**config.mk**
```make
export PLATFORM = sky130hd
export DESIGN_NAME = rf_wb_arbiter
export DESIGN_NICKNAME = d
export VERILOG_FILES = /design/src/rtl/rf_wb_arbiter_pkg.sv /design/src/rtl/rf_wb_arbiter_wb_fifo.sv /design/src/rtl/rf_wb_arbiter.sv
export SDC_FILE = /design/constraint.sdc
export NUM_CORES = 1
export LEC_CHECK = 0
export CORE_MARGIN = 3
export CORE_UTILIZATION = 55
export DETAILED_ROUTE_END_ITERATION = 6
export GPL_TIMING_DRIVEN = 0
export HOLD_SLACK_MARGIN = 0.1
export MAX_ROUTING_LAYER = met4
export PLACE_DENSITY = 0.77
export SLEW_MARGIN = 20
export SYNTH_ARGS = -nofsm -noshare
export SYNTH_HDL_FRONTEND = slang
export SYNTH_SLANG_ARGS = --single-unit
```
**constraint.sdc**
```tcl
create_clock -name clk -period 4.05 [get_ports clk]
set_input_delay 0.405 -clock clk [delete_from_list [all_inputs] [get_ports clk]]
set_output_delay 0.405 -clock clk [all_outputs]
set_load 0.1 [all_outputs]
```
**src/rtl/rf_wb_arbiter_pkg.sv**
```systemverilog
// Shared register-file constants and arbitration types for the writeback arbiter.
// The reg_file and rf_wb_arbiter both take their widths from here.
package rf_wb_arbiter_pkg;

    localparam int REG_AW   = 5;
    localparam int REG_DW   = 32;
    localparam int NUM_REGS = 32;

    typedef enum logic {
        GRANT_P0 = 1'b0,
        GRANT_P1 = 1'b1
    } grant_port_e;

    function automatic grant_port_e other_port(input grant_port_e p);
        return (p == GRANT_P0) ? GRANT_P1 : GRANT_P0;
    endfunction

endpackage

```
**src/rtl/rf_wb_arbiter_wb_fifo.sv**
```systemverilog
// Small per-requester writeback FIFO with a flattened entry view, so the parent
// can see every buffered destination register when it builds the pending vector.
module wb_fifo #(
    parameter int DEPTH = 2,
    parameter int W     = 37,
    parameter int AW    = 5
) (
    input  logic                clk,
    input  logic                rst,
    input  logic                push,
    input  logic [W-1:0]        push_data,
    input  logic                pop,
    output logic                full,
    output logic                empty,
    output logic [W-1:0]        head,
    output logic [DEPTH-1:0]    entry_valid,
    output logic [DEPTH*AW-1:0] entry_addr
);

    localparam int PW = $clog2(DEPTH);

    logic [W-1:0] mem_q [DEPTH];
    logic [W-1:0] mem_d [DEPTH];
    logic [PW:0]  wr_ptr_q, wr_ptr_d;
    logic [PW:0]  rd_ptr_q, rd_ptr_d;
    logic [PW:0]  count;
    logic [PW-1:0] offset;

    // Extra pointer bit separates full from empty when the low bits match.
    assign full  = (wr_ptr_q[PW] != rd_ptr_q[PW]) &&
                   (wr_ptr_q[PW-1:0] == rd_ptr_q[PW-1:0]);
    assign empty = (wr_ptr_q == rd_ptr_q);
    assign head  = mem_q[rd_ptr_q[PW-1:0]];
    assign count = wr_ptr_q - rd_ptr_q;

    always_comb begin
        mem_d    = mem_q;
        wr_ptr_d = wr_ptr_q;
        rd_ptr_d = rd_ptr_q;
        if (push && !full) begin
            mem_d[wr_ptr_q[PW-1:0]] = push_data;
            wr_ptr_d                = wr_ptr_q + 1'b1;
        end
        if (pop && !empty) begin
            rd_ptr_d = rd_ptr_q + 1'b1;
        end
    end

    always_ff @(posedge clk) begin
        if (rst) begin
            for (int i = 0; i < DEPTH; i++) begin
                mem_q[i] <= '0;
            end
            wr_ptr_q <= '0;
            rd_ptr_q <= '0;
        end else begin
            mem_q    <= mem_d;
            wr_ptr_q <= wr_ptr_d;
            rd_ptr_q <= rd_ptr_d;
        end
    end

    // A slot is live when its distance from the read pointer is below occupancy.
    always_comb begin
        offset      = '0;
        entry_valid = '0;
        entry_addr  = '0;
        for (int i = 0; i < DEPTH; i++) begin
            offset                 = PW'(i) - rd_ptr_q[PW-1:0];
            entry_valid[i]         = ({1'b0, offset} < count);
            entry_addr[i*AW +: AW] = mem_q[i][W-1 -: AW];
        end
    end

endmodule

```
**src/rtl/rf_wb_arbiter.sv**
```systemverilog
// Shares the register file write port between the ALU and load writeback paths,
// and exports which registers still have a write in flight for hazard stalls.
module rf_wb_arbiter
    import rf_wb_arbiter_pkg::*;
#(
    parameter int DEPTH = 2,
    parameter int AW    = REG_AW,
    parameter int DW    = REG_DW
) (
    input  logic                clk,
    input  logic                rst,
    input  logic                p0_valid,
    output logic                p0_ready,
    input  logic [AW-1:0]       p0_addr,
    input  logic [DW-1:0]       p0_data,
    input  logic                p1_valid,
    output logic                p1_ready,
    input  logic [AW-1:0]       p1_addr,
    input  logic [DW-1:0]       p1_data,
    output logic                we3,
    output logic [AW-1:0]       a3,
    output logic [DW-1:0]       wd3,
    output logic [NUM_REGS-1:0] pending,
    output logic                idle
);

    localparam int W = AW + DW;

    logic                f0_full, f0_empty, f1_full, f1_empty;
    logic [W-1:0]        f0_head, f1_head;
    logic [DEPTH-1:0]    f0_entry_valid, f1_entry_valid;
    logic [DEPTH*AW-1:0] f0_entry_addr, f1_entry_addr;
    logic                push0, push1, pop0, pop1;

    logic                grant_valid;
    grant_port_e         grant_port;
    logic [W-1:0]        grant_head;

    grant_port_e         last_grant_q, last_grant_d;
    logic                we3_q, we3_d;
    logic [AW-1:0]       a3_q, a3_d;
    logic [DW-1:0]       wd3_q, wd3_d;
    logic                hit;

    assign p0_ready = !f0_full;
    assign p1_ready = !f1_full;

    // Writes to x0 complete the handshake but are never buffered.
    assign push0 = p0_valid && !f0_full && (p0_addr != '0);
    assign push1 = p1_valid && !f1_full && (p1_addr != '0);

    wb_fifo #(
        .DEPTH (DEPTH),
        .W     (W),
        .AW    (AW)
    ) u_fifo0 (
        .clk         (clk),
        .rst         (rst),
        .push        (push0),
        .push_data   ({p0_addr, p0_data}),
        .pop         (pop0),
        .full        (f0_full),
        .empty       (f0_empty),
        .head        (f0_head),
        .entry_valid (f0_entry_valid),
        .entry_addr  (f0_entry_addr)
    );

    wb_fifo #(
        .DEPTH (DEPTH),
        .W     (W),
        .AW    (AW)
    ) u_fifo1 (
        .clk         (clk),
        .rst         (rst),
        .push        (push1),
        .push_data   ({p1_addr, p1_data}),
        .pop         (pop1),
        .full        (f1_full),
        .empty       (f1_empty),
        .head        (f1_head),
        .entry_valid (f1_entry_valid),
        .entry_addr  (f1_entry_addr)
    );

    // Round robin only matters under contention; a lone requester always wins.
    always_comb begin
        grant_valid = 1'b0;
        grant_port  = GRANT_P0;
        if (!f0_empty && !f1_empty) begin
            grant_valid = 1'b1;
            grant_port  = other_port(last_grant_q);
        end else if (!f0_empty) begin
            grant_valid = 1'b1;
            grant_port  = GRANT_P0;
        end else if (!f1_empty) begin
            grant_valid = 1'b1;
            grant_port  = GRANT_P1;
        end
    end

    assign pop0       = grant_valid && (grant_port == GRANT_P0);
    assign pop1       = grant_valid && (grant_port == GRANT_P1);
    assign grant_head = (grant_port == GRANT_P1) ? f1_head : f0_head;

    always_comb begin
        last_grant_d = last_grant_q;
        we3_d        = grant_valid;
        a3_d         = a3_q;
        wd3_d        = wd3_q;
        if (grant_valid) begin
            last_grant_d = grant_port;
            a3_d         = grant_head[W-1 -: AW];
            wd3_d        = grant_head[DW-1:0];
        end
    end

    // Resetting last_grant to port 1 hands port 0 the first contended grant.
    always_ff @(posedge clk) begin
        if (rst) begin
            last_grant_q <= GRANT_P1;
            we3_q        <= 1'b0;
            a3_q         <= '0;
            wd3_q        <= '0;
        end else begin
            last_grant_q <= last_grant_d;
            we3_q        <= we3_d;
            a3_q         <= a3_d;
            wd3_q        <= wd3_d;
        end
    end

    assign we3 = we3_q;
    assign a3  = a3_q;
    assign wd3 = wd3_q;

    always_comb begin
        pending = '0;
        hit     = 1'b0;
        for (int r = 1; r < NUM_REGS; r++) begin
            hit = we3_q && (a3_q == AW'(r));
            for (int i = 0; i < DEPTH; i++) begin
                hit = hit ||
                      (f0_entry_valid[i] && (f0_entry_addr[i*AW +: AW] == AW'(r))) ||
                      (f1_entry_valid[i] && (f1_entry_addr[i*AW +: AW] == AW'(r)));
            end
            pending[r] = hit;
        end
    end

    assign idle = f0_empty && f1_empty && !we3_q;

endmodule
```
* After elaboration in Yosys (flattened, before gate mapping)
Cells that the tools add are included.
** Word-level totals
- Register bits after elaboration :: 195
- Input port bits :: 78
- Output and inout bits :: 73
- Word-level logic and storage cells :: 520
** Operators by class
- $add $sub $neg :: 10
- Magnitude comparators :: 10
- Eq/ne operators :: 161
- Multiplexer cells :: 19
- Bitwise gates (word level) :: 5
- Reduce and logical (&&, ||, !) cells :: 303
** Operators with widths (number)
- $eq A5 B5 Y1 const B :: 80
- $mux W37 :: 9
- $eq A5 B4 Y1 const B :: 40
- $logic_and A1 B1 Y1 :: 172
- $bwmux W74 :: 2
- $logic_or A1 B1 Y1 :: 124
- $eq A5 B3 Y1 const B :: 20
- $demux W37 S1 :: 2
- $eq A5 B2 Y1 const B :: 10
- $eq A5 B1 Y1 const B :: 5
- $reduce_bool A5 Y1 :: 2
- $add A2 B1 Y2 const B :: 4
- $ge A2 B2 Y1 const B :: 4
- $lt A1 B2 Y1 :: 4
- $not A1 Y2 :: 4
- $mux W1 :: 6
- $logic_not A1 Y1 :: 5
- $eq A2 B2 Y1 :: 2
- $lt A2 B1 Y1 const B :: 2
- $sub A1 B1 Y1 const A :: 4
- $sub A2 B2 Y2 :: 2
- $eq A1 B1 Y1 :: 2
- $ne A1 B1 Y1 :: 2
- $not A1 Y1 :: 1

* Longest topological paths before layout
- Depth after elaboration :: 7
- Mapped depth :: 11
- Mapped depth without buffers :: 8

* By module
A second synthesis with hierarchy kept.
** Second synthesis, totals
- Cell total of the unflattened synthesis :: 1138
- Area total of the unflattened synthesis :: 10161.0 sq um
** Modules (own cells, without submodules)
- wb_fifo :: times used 2, cells an instance 371, area each 3589.7 sq um, sequential area each 1561.5 sq um
- rf_wb_arbiter :: times used 1, cells an instance 396, area each 2981.6 sq um, sequential area each 780.7 sq um

* Worst setup path before layout
No wires, ideal clock.
- Path kind :: flip-flop to output port
- Start :: register u_fifo1.wr_ptr_q[1]
- End :: output port pending[11]
- Arrival :: 3.234 ns
- Data required time :: 3.645 ns
- Path slack :: 0.411 ns
- Stages on the path, launching flop included :: 7
- Buffers on the path :: 0
- Cell sequence :: dfxtp_1 xor2_1 inv_2 ha_1 o21bai_1 or3b_2 o221ai_1
** On the way
- Cells in the longest elaborated chain, start to end :: 6
- Elaborated cells on any way between the ends :: 8
- Classes of those cells :: add/sub (1); order compare (2); reduce/logical (5)
** Ends and longest elaborated chain
- start, declared :: RTL line rf_wb_arbiter_wb_fifo.sv:24 : logic [PW:0] wr_ptr_q, wr_ptr_d;
- start signal, assigned :: RTL line rf_wb_arbiter_wb_fifo.sv:58 : wr_ptr_q <= wr_ptr_d;
- $sub A2 B2 Y2 (*) :: RTL line rf_wb_arbiter_wb_fifo.sv:34 : assign count = wr_ptr_q - rd_ptr_q;
- $lt A1 B2 Y1 :: RTL line rf_wb_arbiter_wb_fifo.sv:70 : entry_valid[i] = ({1'b0, offset} < count);
- $logic_and A1 B1 Y1 :: RTL line rf_wb_arbiter.sv:145 : (f1_entry_valid[i] && (f1_entry_addr[i*AW +: AW] == AW'(r)));
- $logic_or A1 B1 Y1 :: RTL line rf_wb_arbiter.sv:144 : (f0_entry_valid[i] && (f0_entry_addr[i*AW +: AW] == AW'(r))) ||
- $logic_or A1 B1 Y1 :: RTL line rf_wb_arbiter.sv:143 : hit = hit ||
- $logic_or A1 B1 Y1 (*) :: RTL line rf_wb_arbiter.sv:144
- end, declared :: RTL line rf_wb_arbiter.sv:23 : output logic [NUM_REGS-1:0] pending,
Every way passes the cells marked *; elsewhere a longest branch is shown, timed or not.

* Worst setup path in the final report
- Start :: register u_fifo0.wr_ptr_q[1]
- End :: output port pending[8]
** On the way
- Cells in the longest elaborated chain, start to end :: 7
- Elaborated cells on any way between the ends :: 9
- Classes of those cells :: add/sub (1); order compare (2); reduce/logical (6)
** Ends and longest elaborated chain (RTL line)
- start, declared :: rf_wb_arbiter_wb_fifo.sv:24
- start signal, assigned :: rf_wb_arbiter_wb_fifo.sv:58
- $sub A2 B2 Y2 (*) :: rf_wb_arbiter_wb_fifo.sv:34
- $lt A1 B2 Y1 :: rf_wb_arbiter_wb_fifo.sv:70
- $logic_and A1 B1 Y1 :: rf_wb_arbiter.sv:144
- $logic_or A1 B1 Y1 :: rf_wb_arbiter.sv:143
- $logic_or A1 B1 Y1 :: rf_wb_arbiter.sv:144
- $logic_or A1 B1 Y1 (*) :: rf_wb_arbiter.sv:143
- $logic_or A1 B1 Y1 (*) :: rf_wb_arbiter.sv:144
Marks and branches as above.

==> flow_summary.json <==
{
  "status": "complete, no violations",
  "use_met2_pct": 49.85,
  "post-route-period-util_pct": 97.63,
  "rsz0062_at_grt": "no",
  "dp_hpwl_mm": 23.72,
  "synth_edf_count": 0,
  "grt_use_total_pct": 31.85,
  "dr.pass1.iters": 5,
  "endpoint_kind": "primary output",
  "clock_tree.root_cell": "clkbuf_16",
  "detail-route-antenna-nets": 0,
  "synth_top_cell_area_share_pct": 37.98,
  "multiInputGateArea_mm2": 0.005946,
  "min_period_ps": 3954,
  "synth_seq_cells": 195,
  "placementRows": 49,
  "htree_levels": 4,
  "num_vias": 8973,
  "synth_largest_area_cell": "dfxtp_1",
  "postCtsSetupBuffers": 0,
  "overflow": 0,
  "io_pins": 151,
  "syn_inst": 1076,
  "grt.met1_usage_pct": 42.06,
  "holdBufCountCts": 0,
  "critPathKind": "reg -> out",
  "num_antenna_cells": 0,
  "numClockSinks": 195,
  "port_buffers": 149,
  "antenna_found_initial": 0,
  "busiest_layer": "met2",
  "stdcell_area_mm2": 0.01258,
  "syn_to_final_growth_pct": 22.44,
  "grt_pass1_wl_mm": 49.26,
  "start_util_pct": 56.63,
  "fin_setup_tns_ps": 0,
  "synth_area_per_cell_um2": 9.551,
  "ys_top_cells_by_area": "dfxtp_1 (38%), mux2i_1 (22%), nand2b_1 (14%), o221ai_1 (2.6%), a221oi_1 (2.2%)",
  "p_int_mw": 4.033,
  "dieWidth_um": 142.7,
  "clkLatencyLatePin_ps": 450,
  "grt_pass1_vias": 8976,
  "worstPathMaxFanout": 8,
  "drc": 0,
  "yosysUniqueCellTypes": 57,
  "final_cells": 1485,
  "startpoint_type": "flip-flop",
  "switching_share_pct": 46.36,
  "finalClockSkew_ps": 20.08,
  "fin_util_pct": 69.34,
  "dp.cells": 1454,
  "vias_per_cell": 6.042,
  "core_mm2": 0.01815,
  "p_per_area_mw_per_mm2": 597.5,
  "gp_congestion": 0.9772,
  "p_clk_share_pct": 22.4,
  "fmax_mhz": 252.9,
  "slew_headroom_pct": 33.69,
  "yosysSeqAreaShare_pct": 37.98,
  "async_flop_share_pct": 0,
  "n_fill_cell": 1473,
  "p_sw_mw": 3.486,
  "die_h_um": 142.7,
  "wl_mm": 32.29,
  "ir_drop_mv": 0.3833,
  "cts_max_path_buffers": 2,
  "post_dp_cell_area_mm2": 0.01206,
  "yosys_most_used_dff": "dfxtp_1",
  "worst_pin_slew_ps": 991.6,
  "cp.arrival_ps": 3550,
  "cts_tree": "built",
  "dieArea_mm2": 0.02036,
  "holdWs_ps": 474.9,
  "worstPathRequired_ps": 3640,
  "grt_max_degree": 21,
  "yosys_warnings": 0,
  "finalHoldViolations": 0,
  "cts-buffers-inserted": 17,
  "met3_usage_pct": 4.856,
  "nets": 1328,
  "syn_nets": 1160,
  "setup_viol": 0,
  "ff_latch_area_mm2": 0.003904,
  "hold_path.class": "reg -> reg",
  "seqPwrFrac_pct": 32.4,
  "layout-drive-gt1-share_pct": 7.325,
  "maxCapViolCount": 0,
  "p_leak_nw": 4.717,
  "initialDrtViolationCount": 738,
  "maxSlewViolCount": 0,
  "syn_area_mm2": 0.01028,
  "pwr-share-comb_pct": 45.2,
  "wl_per_cell_um": 21.74,
  "clkTransAtPathRegs_ps": 80
}
[cell usage in the layout, fill, tap and decap left out, types with 12 or more instances in the layout]
master	Yosys	final
nand2b_1	235	235
mux2i_1	222	222
dfxtp_1	195	195
clkdlybuf4s50_1	0	117
clkbuf_1	60	59
nor2_1	46	46
o221ai_1	30	30
a221oi_1	26	26
o21bai_1	24	24
nand2_1	18	18
nand3b_1	17	17
clkbuf_16	0	17
nand3_1	15	15
clkbuf_2	0	14
nor3_1	14	14
o22ai_1	14	14
dlygate4sd2_1	0	13
a21oi_1	12	12
[worst max-delay path, cell delays in order (launching register included)]
cell	delay [ps]
dfxtp_1	410
xor2_2	270
inv_2	130
ha_1	300
or4b_2	710
o32ai_1	250
nor2_1	70
o221ai_1	90
clkdlybuf4s15_1	870
[routing by layer]
| layer | wire length (um) | share of wire (%) | vias up |
|---|---|---|---|
| met5 | 0 | 0 | - |
| li1 | - | - | 4190 |
| met1 | 14560 | 45 | 4367 |
| met2 | 14990 | 46 | 352 |
| met3 | 1965 | 6.1 | 64 |
| met4 | 766 | 2.4 | 0 |
[cell families after synthesis]
group                      synth area share, %
AOI/OAI and AO/OA                        11.13
and+or+nand+nor                          23.53
muxes                                    22.06
adders and majority gates               0.7304
DFF                                      37.98
other                                  0.03649
buffers and inverters                    4.285
xor gates and xnor gates                0.2435
[power groups by stage]
stage                     logic (mW)  registers [mW]  clock network [mW]
final                           3.40            2.44                1.68
after global routing            3.55            2.47                1.76
after CTS                       3.37            2.43                1.68
after detailed placement        3.37            2.47                   0
after global placement          3.34            2.46                   0
after floorplan                 1.72            3.16                   0
[Yosys cell counts (all sizes together), types with 15 or more instances]
master  instances
nand2b        235
mux2i         222
dfxtp         195
clkbuf         60
nor2           46
o221ai         30
a221oi         26
buf            24
o21bai         24
nand2          18
nand3b         17
nand3          15
o22ai          15
[repair_timing]
item | CTS | global route
endpoints found under the setup margin | 32 | 19
gates resized for setup | 34 | 30
hold endpoints to repair | 0 | 0
[layout make-up]
class | instances | share of cell area [%]
timing repair buffer | 149 | 11.25
inverter | 12 | 0.3580
sequential | 195 | 31.02
multi-input combinational | 785 | 47.25
tap | 229 | 2.277
clock inverter | 14 | 1.313
buffer | 84 | 3.152
clock buffer | 17 | 3.381
[metrics by stage]
step	setup WS, ps	power [mW]
floorplan	411.5	4.876
global placement	74.10	5.798
detailed placement	52.65	5.837
CTS	5.926	7.478
global route	0.8769	7.774
finish	95.80	7.519
[final timing paths]
| path | from | depth (start not counted) | end | slack, ps |
|---|---|---|---|---|
| hold / removal | u_fifo1.mem_q[46]$_SDFFE_PP0P_ | 2 | u_fifo1.mem_q[46]$_SDFFE_PP0P_ | 470 |
| setup reg to reg | u_fifo1.rd_ptr_q[0]$_SDFFE_PP0P_ | 9 | wd3[28]$_SDFFE_PP0N_ | 840 |
| hold reg to reg | u_fifo1.mem_q[46]$_SDFFE_PP0P_ | 2 | u_fifo1.mem_q[46]$_SDFFE_PP0P_ | 470 |
| setup / recovery | u_fifo0.wr_ptr_q[1]$_SDFFE_PP0P_ | 8 | pending[8] | 100 |
[registers in the layout, summed over array words and instances (netlist names)]
register,cells
a3,5
last_grant_q,1
u_fifo0.entry_addr,10
u_fifo0.mem_q,64
u_fifo0.rd_ptr_q,2
u_fifo0.wr_ptr_q,2
u_fifo1.entry_addr,10
u_fifo1.mem_q,64
u_fifo1.rd_ptr_q,2
u_fifo1.wr_ptr_q,2
wd3,32
we3,1
Power figures use the tool's default switching activity.
